`src/rtl/jrc_phase_decoder.sv`:
```
// jrc_phase_decoder: Johnson-code phase decoder with order check and revolution counter; JRC_PHASE_DECODER_SEQCHK_EN enables sequence checking.
module jrc_phase_decoder #(
  parameter int REV_W = 8
) (
  input  logic             clk,
  input  logic             clr,
  input  logic             qa,
  input  logic             qb,
  input  logic             qc,
  input  logic             qd,
  input  logic             en,
  input  logic             fault_clr,
  output logic [7:0]       phase,
  output logic [2:0]       phase_idx,
  output logic             valid,
  output logic             illegal,
  output logic             seq_err,
  output logic             fault,
  output logic [REV_W-1:0] rev_cnt,
  output logic             rev_tick
);
`ifdef JRC_PHASE_DECODER_SEQCHK_EN
  localparam logic SEQ = 1'b1;
`else
  localparam logic SEQ = 1'b0;
`endif
  typedef enum logic {S_IDLE, S_LOCK} state_t;
  state_t state_q, state_d;
  logic [2:0] ref_q, ref_d, idx_q, idx_d, idx;
  logic [7:0] phase_q, phase_d;
  logic [REV_W-1:0] rev_q, rev_d;
  logic valid_q, valid_d, illegal_q, illegal_d, seq_err_q, seq_err_d;
  logic fault_q, fault_d, tick_q, tick_d, legal, err;
  always_comb begin
    legal = 1'b1;
    idx = 3'd0;
    case ({qa, qb, qc, qd})
      4'b0000: idx = 3'd0;
      4'b1000: idx = 3'd1;
      4'b1100: idx = 3'd2;
      4'b1110: idx = 3'd3;
      4'b1111: idx = 3'd4;
      4'b0111: idx = 3'd5;
      4'b0011: idx = 3'd6;
      4'b0001: idx = 3'd7;
      default: legal = 1'b0;
    endcase
  end
  always_comb begin
    state_d = state_q;
    ref_d = ref_q;
    phase_d = phase_q;
    idx_d = idx_q;
    valid_d = valid_q;
    rev_d = rev_q;
    illegal_d = 1'b0;
    seq_err_d = 1'b0;
    tick_d = 1'b0;
    err = 1'b0;
    if (en && !legal) begin
      valid_d = 1'b0;
      phase_d = 8'd0;
      illegal_d = 1'b1;
      err = 1'b1;
      state_d = S_IDLE;
    end else if (en) begin
      valid_d = 1'b1;
      idx_d = idx;
      phase_d = 8'b1 << idx;
      ref_d = idx;
      state_d = S_LOCK;
      // only a locked 7->0 advance completes a revolution
      if (state_q == S_LOCK && idx == ref_q + 3'd1) begin
        tick_d = idx == 3'd0;
        rev_d = rev_q + REV_W'(tick_d);
      end else if (state_q == S_LOCK && idx != ref_q) begin
        seq_err_d = SEQ;
        err = SEQ;
      end
    end
    fault_d = err | (fault_q & ~fault_clr);
  end
  always_ff @(posedge clk) begin
    if (clr) begin
      state_q <= S_IDLE;
      ref_q <= 3'd0;
      phase_q <= 8'd0;
      idx_q <= 3'd0;
      valid_q <= 1'b0;
      illegal_q <= 1'b0;
      seq_err_q <= 1'b0;
      fault_q <= 1'b0;
      rev_q <= '0;
      tick_q <= 1'b0;
    end else begin
      state_q <= state_d;
      ref_q <= ref_d;
      phase_q <= phase_d;
      idx_q <= idx_d;
      valid_q <= valid_d;
      illegal_q <= illegal_d;
      seq_err_q <= seq_err_d;
      fault_q <= fault_d;
      rev_q <= rev_d;
      tick_q <= tick_d;
    end
  end
  assign phase = phase_q;
  assign phase_idx = idx_q;
  assign valid = valid_q;
  assign illegal = illegal_q;
  assign seq_err = seq_err_q;
  assign fault = fault_q;
  assign rev_cnt = rev_q;
  assign rev_tick = tick_q;
endmodule

```
`config.mk`:
```
export PLATFORM = sky130hd
export DESIGN_NAME = jrc_phase_decoder
export DESIGN_NICKNAME = d
export VERILOG_FILES = /design/src/rtl/jrc_phase_decoder.sv
export SDC_FILE = /design/constraint.sdc
export NUM_CORES = 1
export LEC_CHECK = 0
export CAP_MARGIN = 40
export CORE_MARGIN = 2
export CORE_UTILIZATION = 45
export DETAILED_ROUTE_END_ITERATION = 7
export DONT_BUFFER_PORTS = 1
export GPL_TIMING_DRIVEN = 0
export PLACE_DENSITY_LB_ADDON = 0.25
export SLEW_MARGIN = 15
export SYNTH_ARGS = -nofsm -noshare
export SYNTH_HDL_FRONTEND = slang
export SYNTH_SLANG_ARGS = --single-unit
```
`constraint.sdc`:
```
create_clock -name clk -period 2.4 [get_ports clk]
set_input_delay 0 -clock clk [delete_from_list [all_inputs] [get_ports clk]]
set_output_delay 0 -clock clk [all_outputs]
set_load 0.005 [all_outputs]
```
After elaboration in Yosys (flattened, before gate mapping) --
Index checks and enable logic that the tools add are counted.
Word-level totals: output and inout port bits 24, flip-flop bits (word level) 23, word-level logic and storage cells 37, input port bits 8
Operators by class: shifts and indexed selects 1, equal/unequal tests 8, reductions and logical operators 10, mux-type cells 3, $add $sub $neg 2, bitwise logic cells 6
Operator list (count):
- $pmux W3 S7 | 1
- $eq A4 B4 Y1 const B | 4
- $add A8 B1 Y8 | 1
- $reduce_or A8 Y1 | 1
- $shl A1 B3 Y8 const A | 1
- $eq A4 B1 Y1 const B | 1
- $eq A4 B2 Y1 const B | 1
- $eq A4 B3 Y1 const B | 1
- $logic_not A4 Y1 | 1
- $not A1 Y1 | 4
- $reduce_or A4 Y1 | 1
- $add A3 B1 Y3 const B | 1
- $eq A3 B3 Y1 | 1
- $logic_not A3 Y1 | 1
- $reduce_and A3 Y1 | 1
- $logic_and A1 B1 Y1 | 2
- $mux W1 | 2
- $reduce_and A2 Y1 | 1
- $reduce_or A2 Y1 | 1
- $and A1 B1 Y1 | 1
- $logic_not A1 Y1 | 1
- $or A1 B1 Y1 | 1

Longest topological paths before layout --
depth after elaboration 7, depth in mapped cells 9, depth with buffers taken out 8

Least setup slack after synthesis --
Ideal clock, no wire load.
path type register -> register, from register, netlist name phase_idx[0], to register rev_q[5] (netlist: rev_cnt[5]), data required time 2.329 ns, cell stages (with the launch flop) 8, buffers on the path 0, setup time 0.071 ns, period minus slack after synthesis 2.253 ns, slack 0.147 ns, arrival 2.182 ns, cells stage by stage dfxtp_1 -> ha_1 -> xnor2_1 -> a32o_2 -> a2111oi_4 -> nand4_2 -> or4_1 -> a21oi_1
RTL lines:
- end signal, assigned | RTL line 104 | rev_q <= rev_d;
- end, declared | RTL line 31 | logic [REV_W-1:0] rev_q, rev_d;

==> impl_metrics.json <==
{
  "run_status": "completed",
  "dr_total_vias": 1086,
  "drt_wl_total_um": 2700,
  "die_height_um": 55.9,
  "tritoncts": "yes",
  "core_footprint_um2": 2520,
  "busiest_layer": "met2",
  "tritoncts_buffers": 3,
  "worst_slew_pin_slew_ns": 0.522,
  "worstSkewPairLatency_ns": 0.32,
  "cellLeakagePower_nw": 0.476,
  "grt.met2_usage": 0.299,
  "first_iter_violations": 42,
  "most-common-layout-cells": "sky130_fd_sc_hd__dfxtp_1, sky130_fd_sc_hd__a21oi_1, sky130_fd_sc_hd__nor2_1",
  "detail_route.wl_per_cell_um": 14.6,
  "cts_max_path_buffers": 2,
  "start_kind": "register",
  "slew_viol_final": 0,
  "grt_max_degree": 14,
  "worst-endpoint-arrival_ns": 2.54,
  "post_route_cells_drive_above_1_share": 0.110,
  "antenna_cells": 0,
  "finalCriticalPeriod_ns": 2.28,
  "yosys-top-cells-area": "sky130_fd_sc_hd__dfxtp_1, sky130_fd_sc_hd__a21oi_1, sky130_fd_sc_hd__nor2_1, sky130_fd_sc_hd__nand2_1, sky130_fd_sc_hd__mux2i_1",
  "global_route.usage.met3": 0.0698,
  "netlist.top_cell.by_area": "sky130_fd_sc_hd__dfxtp_1",
  "cp_max_fo": 8,
  "synth.lib_cells_used.distinct": 35,
  "endpoint_kind": "register",
  "synth.yosys.warnings": 0,
  "clock_skew_ns": 0.00541,
  "dieArea_um2": 3130,
  "floorplan.io_pins": 32,
  "synthesis.area_per_instance_um2": 8.30,
  "cts-htree-levels": 1,
  "postRouteAntennaNets": 0,
  "globalplace.congestion": 0.887,
  "design.final.nets": 167,
  "post-route-cell-area_um2": 1340,
  "hpwlAfterDp_um": 1950,
  "flow.area_growth_from_synthesis_pct": 10.7,
  "peakVddDrop_uv": 369,
  "synthesis.nets": 157,
  "finalHoldViolCount": 0,
  "clkTransAtPathRegs_ns": 0.13,
  "post-synth-top-area-fraction": 0.380,
  "grt_antenna_before_repair": 0,
  "holdCritPathClass": "primary input to register",
  "fin_tns_setup_ns": 0,
  "drv.max_cap_violation_count": 0,
  "period_share": 0.950,
  "power_density_nw_per_um2": 518,
  "drtPass1Iterations": 4,
  "placement.io_buffers": 0,
  "syn_inst": 146,
  "setup_viol": 0,
  "max_freq_mhz": 438,
  "num_rows": 18,
  "vias_in_the_first_global_route": 1031,
  "chipWidth_um": 55.9,
  "initial_utilization": 0.481,
  "drc": 0,
  "synth.cell_area_um2": 1210,
  "max_slew_headroom": 0.652,
  "cts.sink_count": 23,
  "post_place_cell_area_um2": 1250,
  "grt_overflow_total": 0,
  "critical_path_required_ns": 2.66,
  "finalPower_w": 0.000695,
  "criticalPathCategory": "register to register",
  "rsz0062_at_grt": "no",
  "grt_use_met1": 0.236,
  "most_common_library_cell_in_the_layout_ignoring_fill_and_taps": "sky130_fd_sc_hd__dfxtp_1",
  "synth.yosys.seq_area_share": 0.380,
  "ys_seq_elements": 23,
  "vias_per_cell": 5.87,
  "cts-root-buf": "sky130_fd_sc_hd__clkbuf_4",
  "grt_usage": 0.187,
  "global_route_wire_length_before_repair_um": 4800,
  "final_core_utilization": 0.532
}
## cell usage after synthesis, drive strengths merged
library cell and instances:
a311oi 1, nor2b 2, or4 4, nor2 13, o221a 1, mux2i 4
a31oi 1, buf 6, a2111oi 1, a21oi 17, nand2 12, a32o 1
clkbuf 5, nand4b 3, nand4 5, xnor2 4, and2 2, nor4b 1
nor3b 2, or3 3, nand3 3, conb 1, o311a 1, dfxtp 23
o31ai 4, nand2b 6, inv 5, nor3 3, o21ai 5, o211ai 4
ha 3
## metal layers
| layer | part of all wire | routed length, um |
|---|---|---|
| met1 | 0.42 | 1140 |
| met2 | 0.47 | 1280 |
| met3 | 0.095 | 257 |
| met4 | 0.0093 | 25 |
| met5 | 0 | 0 |
## power by group
group	total [W]	leakage (nW)	internal, W	switching, W
combinational	0.000109	0.271	0.0000459	0.0000627
sequential	0.000401	0.187	0.000391	0.0000103
clock	0.000186	0.0177	0.0000625	0.000123
## path summary, 6_finish.rpt
check	start	slack (ns)	end	cells after the start
worst min register to register	phase[1]	0.49	phase[1]	2
worst min-delay path	qc	0.03	phase[6]	3
worst max-delay path	phase_idx[0]	0.12	rev_cnt[6]	7
worst max register to register	phase_idx[0]	0.12	rev_cnt[6]	7
## logic make-up (layout without fill, tap and decap cells)
kind of cell | after synthesis | in the layout | share of synthesized area
adder cells (fa/ha/maj) | 3 | 3 | 0.0310
AND/OR/NAND/NOR | 59 | 59 | 0.266
flip-flops | 23 | 23 | 0.380
other | 1 | 1 | 0.00309
multiplexers | 4 | 4 | 0.0330
XOR/XNOR | 4 | 4 | 0.0289
AO/OA/AOI/OAI | 36 | 36 | 0.202
buffers and inverters | 16 | 25 | 0.0557
## worst max-delay path, stage by stage (launching register included)
cell,delay [ns]
sky130_fd_sc_hd__dfxtp_4,0.40
sky130_fd_sc_hd__ha_2,0.20
sky130_fd_sc_hd__xnor2_2,0.15
sky130_fd_sc_hd__a32o_2,0.29
sky130_fd_sc_hd__a2111oi_4,0.29
sky130_fd_sc_hd__nand4_2,0.21
sky130_fd_sc_hd__or4_1,0.55
sky130_fd_sc_hd__a21oi_1,0.13
## sequential cells by signal, summed over array words and instances, names as in the netlist
name and cells:
rev_cnt 8, illegal 1, rev_tick 1, phase_idx 3, phase 8, valid 1, fault 1
## metrics by stage
step | setup slack, ns | hold slack (ns) | cells
global route | 0.00981 | 0.0368 | 185
floorplan | 0.147 | 0.0691 | 146
global placement | -0.0910 | 0.0716 | 176
CTS | 0.00345 | 0.0162 | 184
detailed placement | -0.101 | 0.0720 | 176
finish | 0.119 | 0.0262 | 185
## final cells by class
class / count / area [um2]
plain buffers: 11 / 55.1
clock buffers: 3 / 22.5
clock inverters: 1 / 5.00
fillers: 256 / 1180
inverters: 5 / 18.8
multi-input cells: 107 / 694
flip-flops and latches: 23 / 464
well taps: 30 / 37.5
repair buffers: 5 / 45.0
## timing repair
action	4_1_cts	5_1_grt
pin swaps	2	7
endpoints found under the setup margin	4	6
endpoints found under the hold margin	5	0
hold buffers	3	0
setup buffers	1	1
resized for setup	4	2
No activity file was read; power rests on OpenSTA's default activity.
